## src/rtl/adt7420_poll_scheduler.sv

```systemverilog
// Sequences one ADT7420 temperature read over a byte-level I2C master engine
// and publishes the last good 13-bit sample; launches on trigger or poll timer.
module adt7420_poll_scheduler #(
    parameter logic [6:0]  DEV_ADDR    = 7'h48,
    parameter logic [7:0]  REG_PTR     = 8'h00,
    parameter logic [23:0] POLL_PERIOD = 24'd1000,
    parameter int unsigned MAX_RETRY   = 2,
    parameter logic [15:0] TIMEOUT     = 16'd4000
) (
    input  logic        FSM_Clk,
    input  logic        reset,
    input  logic        trigger,
    input  logic        poll_en,
    input  logic        clear_err,
    output logic        cmd_valid,
    input  logic        cmd_ready,
    output logic [2:0]  cmd_op,
    output logic [7:0]  cmd_data,
    input  logic        rsp_valid,
    input  logic [7:0]  rsp_data,
    input  logic        rsp_nack,
    output logic        busy,
    output logic [7:0]  temp_msb,
    output logic [7:0]  temp_lsb,
    output logic [12:0] temp_raw13,
    output logic        sample_valid,
    output logic        nack_err,
    output logic        tmo_err,
    output logic [2:0]  retry_cnt
);

    typedef enum logic [3:0] {
        S_IDLE, S_START, S_WADR, S_WPTR, S_RSTART,
        S_RADR, S_RMSB, S_RLSB, S_STOP, S_DONE
    } state_t;

    localparam logic [2:0] OP_START     = 3'd0;
    localparam logic [2:0] OP_WRITE     = 3'd1;
    localparam logic [2:0] OP_READ_ACK  = 3'd2;
    localparam logic [2:0] OP_READ_NACK = 3'd3;
    localparam logic [2:0] OP_STOP      = 3'd4;
    localparam logic [2:0] OP_RSTART    = 3'd5;
    localparam logic [2:0] MAX_RETRY_C  = 3'(MAX_RETRY);

    state_t      state_reg, state_next;
    logic        issued_reg, issued_next;
    logic        nacked_reg, nacked_next;
    logic [15:0] tmo_cnt_reg, tmo_cnt_next;
    logic [23:0] poll_cnt_reg, poll_cnt_next;
    logic        pending_reg, pending_next;
    logic [2:0]  retry_reg, retry_next;
    logic [7:0]  msb_shadow_reg, msb_shadow_next;
    logic [7:0]  lsb_shadow_reg, lsb_shadow_next;
    logic [7:0]  temp_msb_reg, temp_msb_next;
    logic [7:0]  temp_lsb_reg, temp_lsb_next;
    logic        sample_valid_reg, sample_valid_next;
    logic        nack_err_reg, nack_err_next;
    logic        tmo_err_reg, tmo_err_next;

    logic        is_cmd_state;
    logic [2:0]  op_sel;
    logic [7:0]  data_sel;
    logic        launch, tick, nack_set, tmo_set, xfer, done;

    // Command presented by each state; constant for as long as the state is held.
    always_comb begin
        is_cmd_state = 1'b1;
        op_sel       = OP_START;
        data_sel     = 8'h00;
        case (state_reg)
            S_START:  op_sel = OP_START;
            S_WADR:   begin op_sel = OP_WRITE; data_sel = {DEV_ADDR, 1'b0}; end
            S_WPTR:   begin op_sel = OP_WRITE; data_sel = REG_PTR; end
            S_RSTART: op_sel = OP_RSTART;
            S_RADR:   begin op_sel = OP_WRITE; data_sel = {DEV_ADDR, 1'b1}; end
            S_RMSB:   op_sel = OP_READ_ACK;
            S_RLSB:   op_sel = OP_READ_NACK;
            S_STOP:   op_sel = OP_STOP;
            default:  is_cmd_state = 1'b0;
        endcase
    end

    assign cmd_valid = is_cmd_state & ~issued_reg;
    assign cmd_op    = op_sel;
    assign cmd_data  = data_sel;
    assign xfer      = cmd_valid & cmd_ready;
    assign done      = is_cmd_state & issued_reg & rsp_valid;
    assign tick      = poll_en && (poll_cnt_reg == POLL_PERIOD - 24'd1);

    always_comb begin
        state_next        = state_reg;
        issued_next       = issued_reg;
        nacked_next       = nacked_reg;
        tmo_cnt_next      = tmo_cnt_reg;
        retry_next        = retry_reg;
        msb_shadow_next   = msb_shadow_reg;
        lsb_shadow_next   = lsb_shadow_reg;
        temp_msb_next     = temp_msb_reg;
        temp_lsb_next     = temp_lsb_reg;
        sample_valid_next = 1'b0;
        launch            = 1'b0;
        nack_set          = 1'b0;
        tmo_set           = 1'b0;

        case (state_reg)
            S_IDLE: begin
                tmo_cnt_next = 16'd0;
                issued_next  = 1'b0;
                if (trigger || pending_reg) begin
                    launch      = 1'b1;
                    state_next  = S_START;
                    retry_next  = 3'd0;
                    nacked_next = 1'b0;
                end
            end
            S_DONE: begin
                temp_msb_next     = msb_shadow_reg;
                temp_lsb_next     = lsb_shadow_reg;
                sample_valid_next = 1'b1;
                state_next        = S_IDLE;
            end
            default: begin
                if (done) begin
                    issued_next  = 1'b0;
                    tmo_cnt_next = 16'd0;
                    case (state_reg)
                        S_START:  state_next = S_WADR;
                        S_WADR:   begin nacked_next = rsp_nack; state_next = rsp_nack ? S_STOP : S_WPTR; end
                        S_WPTR:   begin nacked_next = rsp_nack; state_next = rsp_nack ? S_STOP : S_RSTART; end
                        S_RSTART: state_next = S_RADR;
                        S_RADR:   begin nacked_next = rsp_nack; state_next = rsp_nack ? S_STOP : S_RMSB; end
                        S_RMSB:   begin msb_shadow_next = rsp_data; state_next = S_RLSB; end
                        S_RLSB:   begin lsb_shadow_next = rsp_data; state_next = S_STOP; end
                        default: begin
                            // STOP completed: either a clean read or the tail of a NACKed attempt
                            if (!nacked_reg) begin
                                state_next = S_DONE;
                            end else if (retry_reg < MAX_RETRY_C) begin
                                retry_next  = retry_reg + 3'd1;
                                nacked_next = 1'b0;
                                state_next  = S_START;
                            end else begin
                                nack_set   = 1'b1;
                                state_next = S_IDLE;
                            end
                        end
                    endcase
                end else if (!xfer && (tmo_cnt_reg >= TIMEOUT - 16'd1)) begin
                    tmo_set     = 1'b1;
                    issued_next = 1'b0;
                    state_next  = S_IDLE;
                end else begin
                    tmo_cnt_next = tmo_cnt_reg + 16'd1;
                    if (xfer) issued_next = 1'b1;
                end
            end
        endcase
    end

    // One-deep request latch: ticks and triggers seen while busy coalesce into one launch.
    assign poll_cnt_next = (!poll_en || tick) ? 24'd0 : poll_cnt_reg + 24'd1;
    assign pending_next  = launch ? 1'b0 : (pending_reg | tick | trigger);
    assign nack_err_next = nack_set ? 1'b1 : (clear_err ? 1'b0 : nack_err_reg);
    assign tmo_err_next  = tmo_set  ? 1'b1 : (clear_err ? 1'b0 : tmo_err_reg);

    always_ff @(posedge FSM_Clk) begin
        if (reset) begin
            state_reg        <= S_IDLE;
            issued_reg       <= 1'b0;
            nacked_reg       <= 1'b0;
            tmo_cnt_reg      <= 16'd0;
            poll_cnt_reg     <= 24'd0;
            pending_reg      <= 1'b0;
            retry_reg        <= 3'd0;
            msb_shadow_reg   <= 8'h00;
            lsb_shadow_reg   <= 8'h00;
            temp_msb_reg     <= 8'h00;
            temp_lsb_reg     <= 8'h00;
            sample_valid_reg <= 1'b0;
            nack_err_reg     <= 1'b0;
            tmo_err_reg      <= 1'b0;
        end else begin
            state_reg        <= state_next;
            issued_reg       <= issued_next;
            nacked_reg       <= nacked_next;
            tmo_cnt_reg      <= tmo_cnt_next;
            poll_cnt_reg     <= poll_cnt_next;
            pending_reg      <= pending_next;
            retry_reg        <= retry_next;
            msb_shadow_reg   <= msb_shadow_next;
            lsb_shadow_reg   <= lsb_shadow_next;
            temp_msb_reg     <= temp_msb_next;
            temp_lsb_reg     <= temp_lsb_next;
            sample_valid_reg <= sample_valid_next;
            nack_err_reg     <= nack_err_next;
            tmo_err_reg      <= tmo_err_next;
        end
    end

    assign busy         = (state_reg != S_IDLE);
    assign temp_msb     = temp_msb_reg;
    assign temp_lsb     = temp_lsb_reg;
    assign temp_raw13   = {temp_msb_reg, temp_lsb_reg[7:3]};
    assign sample_valid = sample_valid_reg;
    assign nack_err     = nack_err_reg;
    assign tmo_err      = tmo_err_reg;
    assign retry_cnt    = retry_reg;

endmodule

```

## config.mk

```make
export PLATFORM = sky130hd
export DESIGN_NAME = adt7420_poll_scheduler
export DESIGN_NICKNAME = d
export VERILOG_FILES = /design/src/rtl/adt7420_poll_scheduler.sv
export SDC_FILE = /design/constraint.sdc
export NUM_CORES = 1
export LEC_CHECK = 0
export BUFFER_PORTS_ARGS = -buffer_cell sky130_fd_sc_hd__clkbuf_2
export CAP_MARGIN = 10
export CORE_MARGIN = 2
export CORE_UTILIZATION = 33
export CTS_CLUSTER_SIZE = 24
export DETAILED_ROUTE_END_ITERATION = 7
export MAX_ROUTING_LAYER = met4
export PLACE_DENSITY = 0.56
export SYNTH_ARGS = -nofsm -noshare
export SYNTH_HDL_FRONTEND = slang
export SYNTH_SLANG_ARGS = --single-unit
```

## constraint.sdc

```tcl
create_clock -name FSM_Clk -period 1.85 [get_ports FSM_Clk]
set_input_delay 0.37 -clock FSM_Clk [delete_from_list [all_inputs] [get_ports FSM_Clk]]
set_output_delay 0.37 -clock FSM_Clk [all_outputs]
set_load 0.01 [all_outputs]
```

==> flow_summary_export.csv, run 1 <==
group,metric,value,unit
status,status,"complete, but fails checks",
status,failed_checks,"negative setup slack",
placed_design,place_area,4570,µm²
synthesis,yosys.area.top_type_share,43.0,%
global_route,met1_usage,20.5,%
clock_network,root_buffer,"clkbuf_16",
layout,multi_input_area,2100,µm²
synthesis,synth_area,3950,µm²
synthesis,ys_dominant_reg_cell,"dfxtp_1",
synthesis,avgSynthCellArea,8.36,µm²
synthesis,async_flop_share,0,%
layout,layout.nets,588,
route,drt-total-wl,10100,µm
power,p_leak,2.02,nW
route,ant_nets,0,
power,power_density,743,nW/µm²
timing,hold_viol,0,
global_route,gr-total-overflow,0,
clock_network,holdBufCountCts,0,
die,dieArea,12900,µm²
placed_design,pre_cts_ws,-0.162,ns
placed_design,dp_hpwl,7060,µm
die,num_rows,39,
layout,n_antenna_cell,0,
setup_path,cp-end-kind,"flip-flop",
timing,skew,0.00672,ns
timing,hold_ws,0.282,ns
setup_path,cp_slowest_cell,"or4_4",
synthesis,yosysTopAreaCell,"dfxtp_1",
route,drt_iter0_drc,226,
synthesis,synth_warnings,0,
setup_path,crit_path_start_kind,"flip-flop",
global_route,gr-max-usage-layer,"met2",
layout,finalInstanceArea,5180,µm²
min_path,worst_hold_path_type,"primary input to flip-flop",
die,start_util,34.2,%
setup_path,criticalPathCategory,"flip-flop to flip-flop",
timing,fin_crit,1.91,ns
timing,slew_viol_final,0,
layout,drive_above_1_share,30.8,%
global_route,grt_util_met3,2.71,%
setup_path,path_delay_family,"simple AND/OR/NAND/NOR gates",
synthesis,ys_ff_latch,85,
layout,regArea,1720,µm²
route,routed_via_density,5.01,
global_route,grt_max_degree,36,
clock_network,clock_latency,0.34,ns
layout,largest_reg_flops,24,
die,die_h,113,µm
placed_design,placedCellCount,683,
clock_network,clk_pin_slew,0.06,ns
route,wl_per_cell,14.0,µm
synthesis,synthTopCellsByArea,"dfxtp_1, nor2_1, nand2_1, xor2_1, mux2i_1",
timing,fin_tns_setup,-0.271,ns
clock_network,htreeDepth,3,
timing,finalWorstSetupSlack,-0.0555,ns
route,drc,0,
global_route,first_global_vias,3527,
placed_design,gp_congestion,0.829,
setup_path,arrival,2.18,ns
setup_path,cp_num_buf_inv,1,
die,core,11600,µm²
setup_path,path_max_fanout,8,
timing,fmax,525,MHz
setup_path,critPathMaxStageDelay,0.55,ns
synthesis,synthCells,473,
power,peakVddDrop,0.401,mV
setup_path,path_cells,"or4_4, o21ai_4, o21ai_4, buf_6, or3_1, a21oi_2",
global_route,grt_pass1_wl,16600,µm
layout,fillers,1133,
timing,rsz0062_at_grt,"true",
placed_design,numPortBuffers,58,
clock_network,cts_buffer_depth,2,
route,vias,3589,
global_route,antenna_found_initial,0,
global_route,grt_util_met2,26.1,%
route,dr.pass1.iters,4,
synthesis,synth_edf_count,0,
setup_path,cp_data_required_time,2.13,ns
layout,syn_to_final_growth,31.0,%
setup_path,crit_top_cell,"o21ai_4",
die,io_pins,64,
power,fin_total_pwr,3.85,mW
global_route,grt_use_total,16.4,%
run,cap_violations,0,
die,die_x,113,µm
clock_network,cts_buffers,9,
clock_network,clock-sinks,85,
timing,fin_crit_sh,103,%
clock_network,cts_tree,"yes",
layout,final_core_util,44.8,%
synthesis,synth_cell_types,55,
synthesis,ys_seq_area_share,43.0,%
timing,setup_viol_count_final,10,
layout,layoutNonFillerInstCount,717,
-- cell usage after synthesis (2+ instances only) --
cell type / n
a21oi_1: 31
and2_1: 2
o211ai_1: 5
or3_1: 5
buf_2: 5
a22o_1: 2
nor2_1: 70
o21ai_0: 15
or4_1: 5
buf_6: 2
a32o_1: 2
xnor2_1: 6
nand2b_1: 5
dfxtp_1: 85
a31oi_1: 2
mux2i_1: 17
xor2_1: 22
nor2b_1: 2
and4_1: 2
buf_4: 19
nand3b_1: 3
and3_1: 8
or2_2: 2
nor4_1: 4
nor3_1: 10
nand3_1: 21
o21ai_2: 2
o31ai_1: 4
nand4_1: 8
ha_1: 3
nand2_1: 55
clkbuf_1: 16
o21ai_1: 2
buf_1: 2
inv_1: 7
a211o_1: 2
a211oi_1: 2
-- tightest hold or removal path: cells and delay by family --
family / cells / cell delay, ns
simple gates: 1 / 0.07
mux: 1 / 0.06
buf+inv: 1 / 0.09
-- report_power, final --
part / internal [mW] / switching [mW] / leakage, nW / total, mW
clock: 0.988 / 0.754 / 0.131 / 1.74
sequential: 1.84 / 0.0153 / 0.689 / 1.86
combinational: 0.106 / 0.145 / 1.20 / 0.251
total: 2.93 / 0.915 / 2.02 / 3.85
-- logic make-up after synthesis --
family                     after synthesis  share of synthesized area (%)
and+or+nand+nor                        208                           25.2
DFF                                     85                           43.0
AOI/OAI and AO/OA                       78                           12.7
buffers and inverters                   52                           7.28
xor gates and xnor gates                28                           6.20
muxes                                   18                           4.59
adders and majority gates                3                          0.949
other                                    1                         0.0948
-- area by class of cell --
cell class / instances / area share [%]
Inverter: 8 / 0.580
Multi-Input combinational cell: 340 / 40.6
Clock inverter: 4 / 0.604
Tap cell: 143 / 3.45
Sequential cell: 85 / 33.1
Clock buffer: 12 / 4.95
Timing Repair Buffer: 125 / 16.7
-- per-layer routing --
metal  vias to the layer above  share of wire (%)
met2                        77                 48
met1                      1692                 46
met3                        24                3.2
met4                         0                2.5
li1                       1796                  -
met5                         -                  0
-- cell usage in the layout, fill, tap and decap left out, types with 4 or more instances in the layout --
cell,netlist,routed
dfxtp_1,85,78
nor2_1,70,70
clkbuf_2,0,56
nand2_1,55,55
buf_4,19,53
a21oi_1,31,28
xor2_1,22,22
nand3_1,21,21
mux2i_1,17,17
o21ai_0,15,12
buf_6,2,10
clkbuf_16,0,9
nand4_1,8,8
and3_1,8,8
inv_1,7,7
nor3_1,10,7
xnor2_1,6,6
o211ai_1,5,5
or3_1,5,5
conb_1,1,5
dfxtp_2,0,5
nor3_2,1,4
nor4_1,4,4
o21ai_1,2,4
or4_1,5,4
-- what timing repair did --
item | 4_1_cts | 5_1_grt
gates resized for setup | 35 | 17
pin swaps | 19 | 8
endpoints found under the hold margin | 0 | 0
endpoints found under the setup margin | 21 | 25
buffers inserted | 15 | 3
-- path summary, 6_finish.rpt --
| check | depth (start not counted) | startpoint | slack (ns) | to |
|---|---|---|---|---|
| worst max-delay path | 6 | tmo_cnt_reg[14] | -0.06 | tmo_cnt_reg[7] |
| worst min-delay path | 3 | rsp_data[3] | 0.28 | lsb_shadow_reg[3] |
| worst max register to register | 6 | tmo_cnt_reg[14] | -0.06 | tmo_cnt_reg[7] |
| worst min register to register | 2 | lsb_shadow_reg[5] | 0.46 | temp_lsb[5] |
(Power assumes the default switching activity.)
==> inputs of run 2 (changes only) <==
==> constraint.sdc (replaced) <==
create_clock -name FSM_Clk -period 1.85 [get_ports FSM_Clk]
set_input_delay 0.185 -clock FSM_Clk [delete_from_list [all_inputs] [get_ports FSM_Clk]]
set_output_delay 0.185 -clock FSM_Clk [all_outputs]
set_load 0.01 [all_outputs]
==> run 2 against run 1 <==
Compared with the run above:
- the run still ends with negative setup slack left
- clock power increased by 14%
- first-iteration DRC count decreased by 7.5%
- design area decreased by 3.4%
- global-route usage decreased by 0.95 points
- via count decreased by 3.6%
- sequential power about the same
- worst hold slack got worse by 0.18 ns
- worst setup slack improved by 0.017 ns
- power increased by 6.2%
- largest cell class unchanged
- largest power group is now the clock network
==> flow_summary_export.csv, run 2 (synthesis results as in run 1) <==
group,metric,value,unit
status,status,"complete, but fails checks",
status,failed_checks,"negative setup slack",
route,wl_per_cell,13.4,µm
global_route,first_global_vias,3276,
setup_path,critPathMaxStageDelay,0.56,ns
clock_network,htreeDepth,3,
timing,rsz0062_at_grt,"true",
die,io_pins,64,
layout,drive_above_1_share,28.6,%
setup_path,arrival,2.16,ns
clock_network,cts_buffer_depth,2,
die,die_x,113,µm
min_path,min_from,"rsp_data[7]",
route,drt_iter0_drc,209,
power,power.switching,943,µW
timing,slew_viol_final,0,
die,die_h,113,µm
layout,layout.nets,570,
global_route,grt_pass1_wl,15600,µm
global_route,gr-total-overflow,0,
clock_network,root_buffer,"clkbuf_16",
clock_network,clk_pin_slew,0.06,ns
setup_path,cp-end-kind,"flip-flop",
placed_design,numPortBuffers,58,
power,combPwrFrac,5.9,%
die,core,11600,µm²
clock_network,holdBufCountCts,0,
setup_path,cp_data_required_time,2.13,ns
power,fin_total_pwr,4.09,mW
timing,fin_crit,1.89,ns
route,drc,0,
layout,layoutNonFillerInstCount,699,
setup_path,criticalPathCategory,"flip-flop to flip-flop",
placed_design,gp_congestion,0.826,
timing,hold_viol,0,
route,routed_via_density,4.95,
layout,mostFrequentLayoutCell,"dfxtp_1",
die,dieArea,12900,µm²
timing,finalWorstSetupSlack,-0.0382,ns
die,num_rows,39,
setup_path,crit_path_start_kind,"flip-flop",
setup_path,crit_start,"tmo_cnt_reg[12]",
route,drt-total-wl,9360,µm
route,dr.pass1.iters,4,
clock_network,cts_buffers,9,
global_route,grt_use_total,15.4,%
power,p_sw_share,23.1,%
setup_path,cp_slowest_cell,"or4_4",
power,p_seq_share,45.4,%
placed_design,placedCellCount,680,
layout,finalInstanceArea,5000,µm²
timing,fin_crit_sh,102,%
global_route,antenna_found_initial,0,
setup_path,r2r_start,"tmo_cnt_reg[12]",
power,clockPowerShare,48.7,%
clock_network,clock-sinks,85,
power,p_leak,1.95,nW
layout,n_antenna_cell,0,
layout,final_core_util,43.3,%
run,cap_violations,0,
clock_network,cts_tree,"yes",
clock_network,clock_latency,0.34,ns
placed_design,place_area,4540,µm²
route,vias,3461,
timing,setup_viol_count_final,6,
power,peakVddDrop,0.419,mV
setup_path,path_max_fanout,7,
layout,syn_to_final_growth,26.6,%
global_route,grt_max_degree,45,
placed_design,dp_hpwl,6810,µm
layout,largest_reg_flops,24,
setup_path,path_cells,"or4_4, o21ai_4, o21ai_4, buf_6, or3_4, a21oi_2",
min_path,worst_hold_path_type,"primary input to flip-flop",
timing,fmax,530,MHz
layout,final_cell_mix,"dfxtp_1, nor2_1, clkbuf_2",
setup_path,crit_top_cell,"o21ai_4",
die,start_util,34.2,%
power,power_density,817,nW/µm²
timing,skew,0.00644,ns
power,internal_power,3.15,mW
route,ant_nets,0,
## run 2: changes by cell type in the layout (fill, tap and decap cells not counted), moves of 3 or more
cell and change:
buf_4 -9, buf_6 -6, buf_8 -3, dfxtp_2 +3
nand2b_1 +3, nand2b_4 -3, nor3_1 +3, nor3_2 -3
## run 2: metal layers
metal / GRT usage, % / vias up / wire [µm]
met5: - / - / 0
met2: 24.7 / 52 / 4430
met1: 19.9 / 1634 / 4580
li1: - / 1764 / -
met4: 5.61 / 0 / 129
met3: 2.44 / 11 / 223
## run 2: worst paths after layout
path | endpoint | slack, ns | depth (start not counted)
setup / recovery | tmo_cnt_reg[5] | -0.04 | 6
hold / removal | msb_shadow_reg[7] | 0.11 | 3
setup reg to reg | tmo_cnt_reg[5] | -0.04 | 6
hold reg to reg | temp_lsb[0] | 0.44 | 2
## run 2: timing repair
| action | in CTS | in global routing |
|---|---|---|
| resized for setup | 10 | 24 |
| setup buffers | 1 | 2 |
| endpoints found under the setup margin | 18 | 21 |
| pin swaps | 12 | 13 |
## run 2: cell type report
class | instances | area [µm²]
clock inverter | 7 | 105
sequential | 85 | 1710
timing repair buffer | 107 | 686
multi-input combinational | 340 | 2070
tap | 143 | 179
clock buffer | 9 | 225
fill | 1150 | 6560
inverter | 8 | 30.0
## run 2: power by group through the flow
stage / combinational [mW] / sequential (mW) / clock [mW]
after floorplan: 0.138 / 1.89 / 0
after global placement: 0.228 / 1.90 / 0
after detailed placement: 0.230 / 1.90 / 0
after CTS: 0.233 / 1.86 / 2.03
after global routing: 0.265 / 1.86 / 2.11
final: 0.240 / 1.86 / 1.99
## run 2: critical path, delay by kind of cell, from the launching register on
kind | cells | cell delay (ns)
buf+inv | 1 | 0.14
simple gates | 2 | 0.88
compound gates | 3 | 0.48
flops | 1 | 0.32
## run 2: per-stage QoR
stage	TNS [ns]	hold slack [ns]	setup slack (ns)
2_1_floorplan	0	0.332	0.0282
3_3_place_gp	-0.213	0.441	-0.0824
3_5_place_dp	-0.792	0.445	-0.117
4_1_cts	-0.331	0.100	-0.0723
5_1_grt	-0.952	0.109	-0.111
6_report	-0.113	0.106	-0.0382
==> inputs of run 3 (changes only) <==
==> constraint.sdc (replaced) <==
create_clock -name FSM_Clk -period 1.85 [get_ports FSM_Clk]
set_input_delay 0.0925 -clock FSM_Clk [delete_from_list [all_inputs] [get_ports FSM_Clk]]
set_output_delay 0.0925 -clock FSM_Clk [all_outputs]
set_load 0.01 [all_outputs]
==> run 3 against run 2 <==
Compared with the run above:
- the run still ends with negative setup slack left
- largest cell class unchanged
- critical path depth rose by 3
- clock skew rose by 0.0022 ns
- non-clock buffer count rose by 5
- sequential share of layout area fell by 0.18 points
- design area rose by 0.67%
- wire length rose by 3.0%
==> flow_summary_export.csv, run 3 (synthesis results as in run 1) <==
group,metric,value,unit
status,status,"complete, but fails checks",
status,failed_checks,"negative setup slack",
power,p_sw_share,23.8,%
clock_network,clock-sinks,85,
timing,fmax,537,MHz
route,drt-total-wl,9640,µm
timing,finalWorstSetupSlack,-0.0130,ns
layout,fillers,1131,
power,power.switching,939,µW
layout,largest_reg_flops,24,
clock_network,cts_tree,"yes",
global_route,first_global_vias,3251,
placed_design,gp_congestion,0.826,
setup_path,crit_path_start_kind,"flip-flop",
timing,rsz0062_at_grt,"true",
layout,final_cell_mix,"dfxtp_1, nor2_1, clkbuf_2",
power,p_leak,1.96,nW
timing,fin_crit_sh,101,%
global_route,gr-total-overflow,0,
die,start_util,34.2,%
timing,hold_viol,0,
setup_path,criticalPathCategory,"flip-flop to flip-flop",
layout,n_antenna_cell,0,
power,fin_total_pwr,3.95,mW
timing,hold_ws,0.0114,ns
layout,syn_to_final_growth,27.4,%
setup_path,cp_data_required_time,2.09,ns
route,wl_per_cell,13.7,µm
clock_network,cts_buffer_depth,2,
die,dieArea,12900,µm²
placed_design,numPortBuffers,58,
layout,regArea,1710,µm²
die,io_pins,64,
global_route,grt_max_degree,45,
route,drc,0,
setup_path,arrival,2.10,ns
route,vias,3495,
route,ant_nets,0,
timing,skew,0.00865,ns
timing,fin_crit,1.86,ns
clock_network,clock_latency,0.34,ns
layout,mostFrequentLayoutCell,"dfxtp_1",
die,die_h,113,µm
power,peakVddDrop,0.376,mV
clock_network,clk_pin_slew,0.07,ns
placed_design,dp_hpwl,6910,µm
setup_path,path_max_fanout,4,
global_route,grt_use_total,15.6,%
run,cap_violations,0,
clock_network,holdBufCountCts,0,
die,die_x,113,µm
power,combPwrFrac,6.2,%
clock_network,htreeDepth,3,
route,routed_via_density,4.96,
route,drt_iter0_drc,211,
layout,drive_above_1_share,28.7,%
route,dr.pass1.iters,4,
layout,multi_input_area,2070,µm²
power,internal_power,3.01,mW
global_route,grt_pass1_wl,15800,µm
die,num_rows,39,
power,power_density,784,nW/µm²
clock_network,root_buffer,"clkbuf_16",
min_path,worst_hold_path_type,"primary input to flip-flop",
power,p_seq_share,47.0,%
timing,slew_viol_final,0,
layout,layout.nets,575,
die,core,11600,µm²
clock_network,cts_buffers,9,
timing,setup_viol_count_final,6,
global_route,antenna_found_initial,0,
power,clockPowerShare,46.8,%
setup_path,cp-end-kind,"flip-flop",
run 3: cell count changes in the layout (fill, tap and decap cells not counted), sizes merged:
cell,previous run,this run
clkinv,1,3
clkbuf,66,67
bufinv,2,1
clkinvlp,1,0
buf,50,54
run 3: final timing paths:
check	start	end	slack (ns)	cells after the start
worst max register to register	tmo_cnt_reg[1]	tmo_cnt_reg[12]	-0.01	9
worst min-delay path	rsp_data[6]	lsb_shadow_reg[6]	0.01	3
worst min register to register	msb_shadow_reg[4]	temp_msb[4]	0.45	2
worst max-delay path	tmo_cnt_reg[1]	tmo_cnt_reg[12]	-0.01	9
run 3: metal layers:
layer	up-vias	GRT usage, %	share of wire, %
li1	1779	-	-
met2	63	24.8	48
met5	-	-	0
met4	0	5.04	1.6
met3	16	3.08	3.0
met1	1637	20.1	48
run 3: cell type report:
class                      instances  area share (%)
clock buffer                       9            4.47
clock inverter                     7            1.61
inverter                           8           0.596
multi-input combinational        340            41.0
sequential                        85            34.0
tap                              143            3.55
timing repair buffer             112            14.7
run 3: power by group through the flow:
stage               clock network (mW)  logic [mW]  registers, mW
floorplan                            0       0.138           1.89
global placement                     0       0.227           1.90
detailed placement                   0       0.230           1.90
CTS                               1.90       0.236           1.86
global route                      1.98       0.270           1.86
finish                            1.85       0.246           1.86
run 3: metrics by stage:
step	cell area (µm²)	instances	setup slack (ns)	utilization [%]	TNS, ns
floorplan	3970	477	0.0282	-	0
global placement	4540	680	-0.0792	39.3	-0.145
detailed placement	4540	680	-0.159	39.3	-0.708
CTS	4920	700	-0.0580	42.5	-0.207
global route	5040	704	-0.0832	43.6	-0.878
finish	5040	704	-0.0130	43.6	-0.0529
run 3: critical path: stages (launching register included):
cell and delay, ns:
dfxtp_2 0.35, ha_4 0.14, nand4_1 0.10, a211oi_2 0.36, o21ai_4 0.13, buf_6 0.14
buf_4 0.13, o211ai_1 0.19, xor2_1 0.16, nor2_1 0.05
run 3: repair_timing:
action,4_1_cts,5_1_grt
resized for setup,12,26
endpoints found under the setup margin,15,27
setup buffers,4,4
pin swaps,18,17
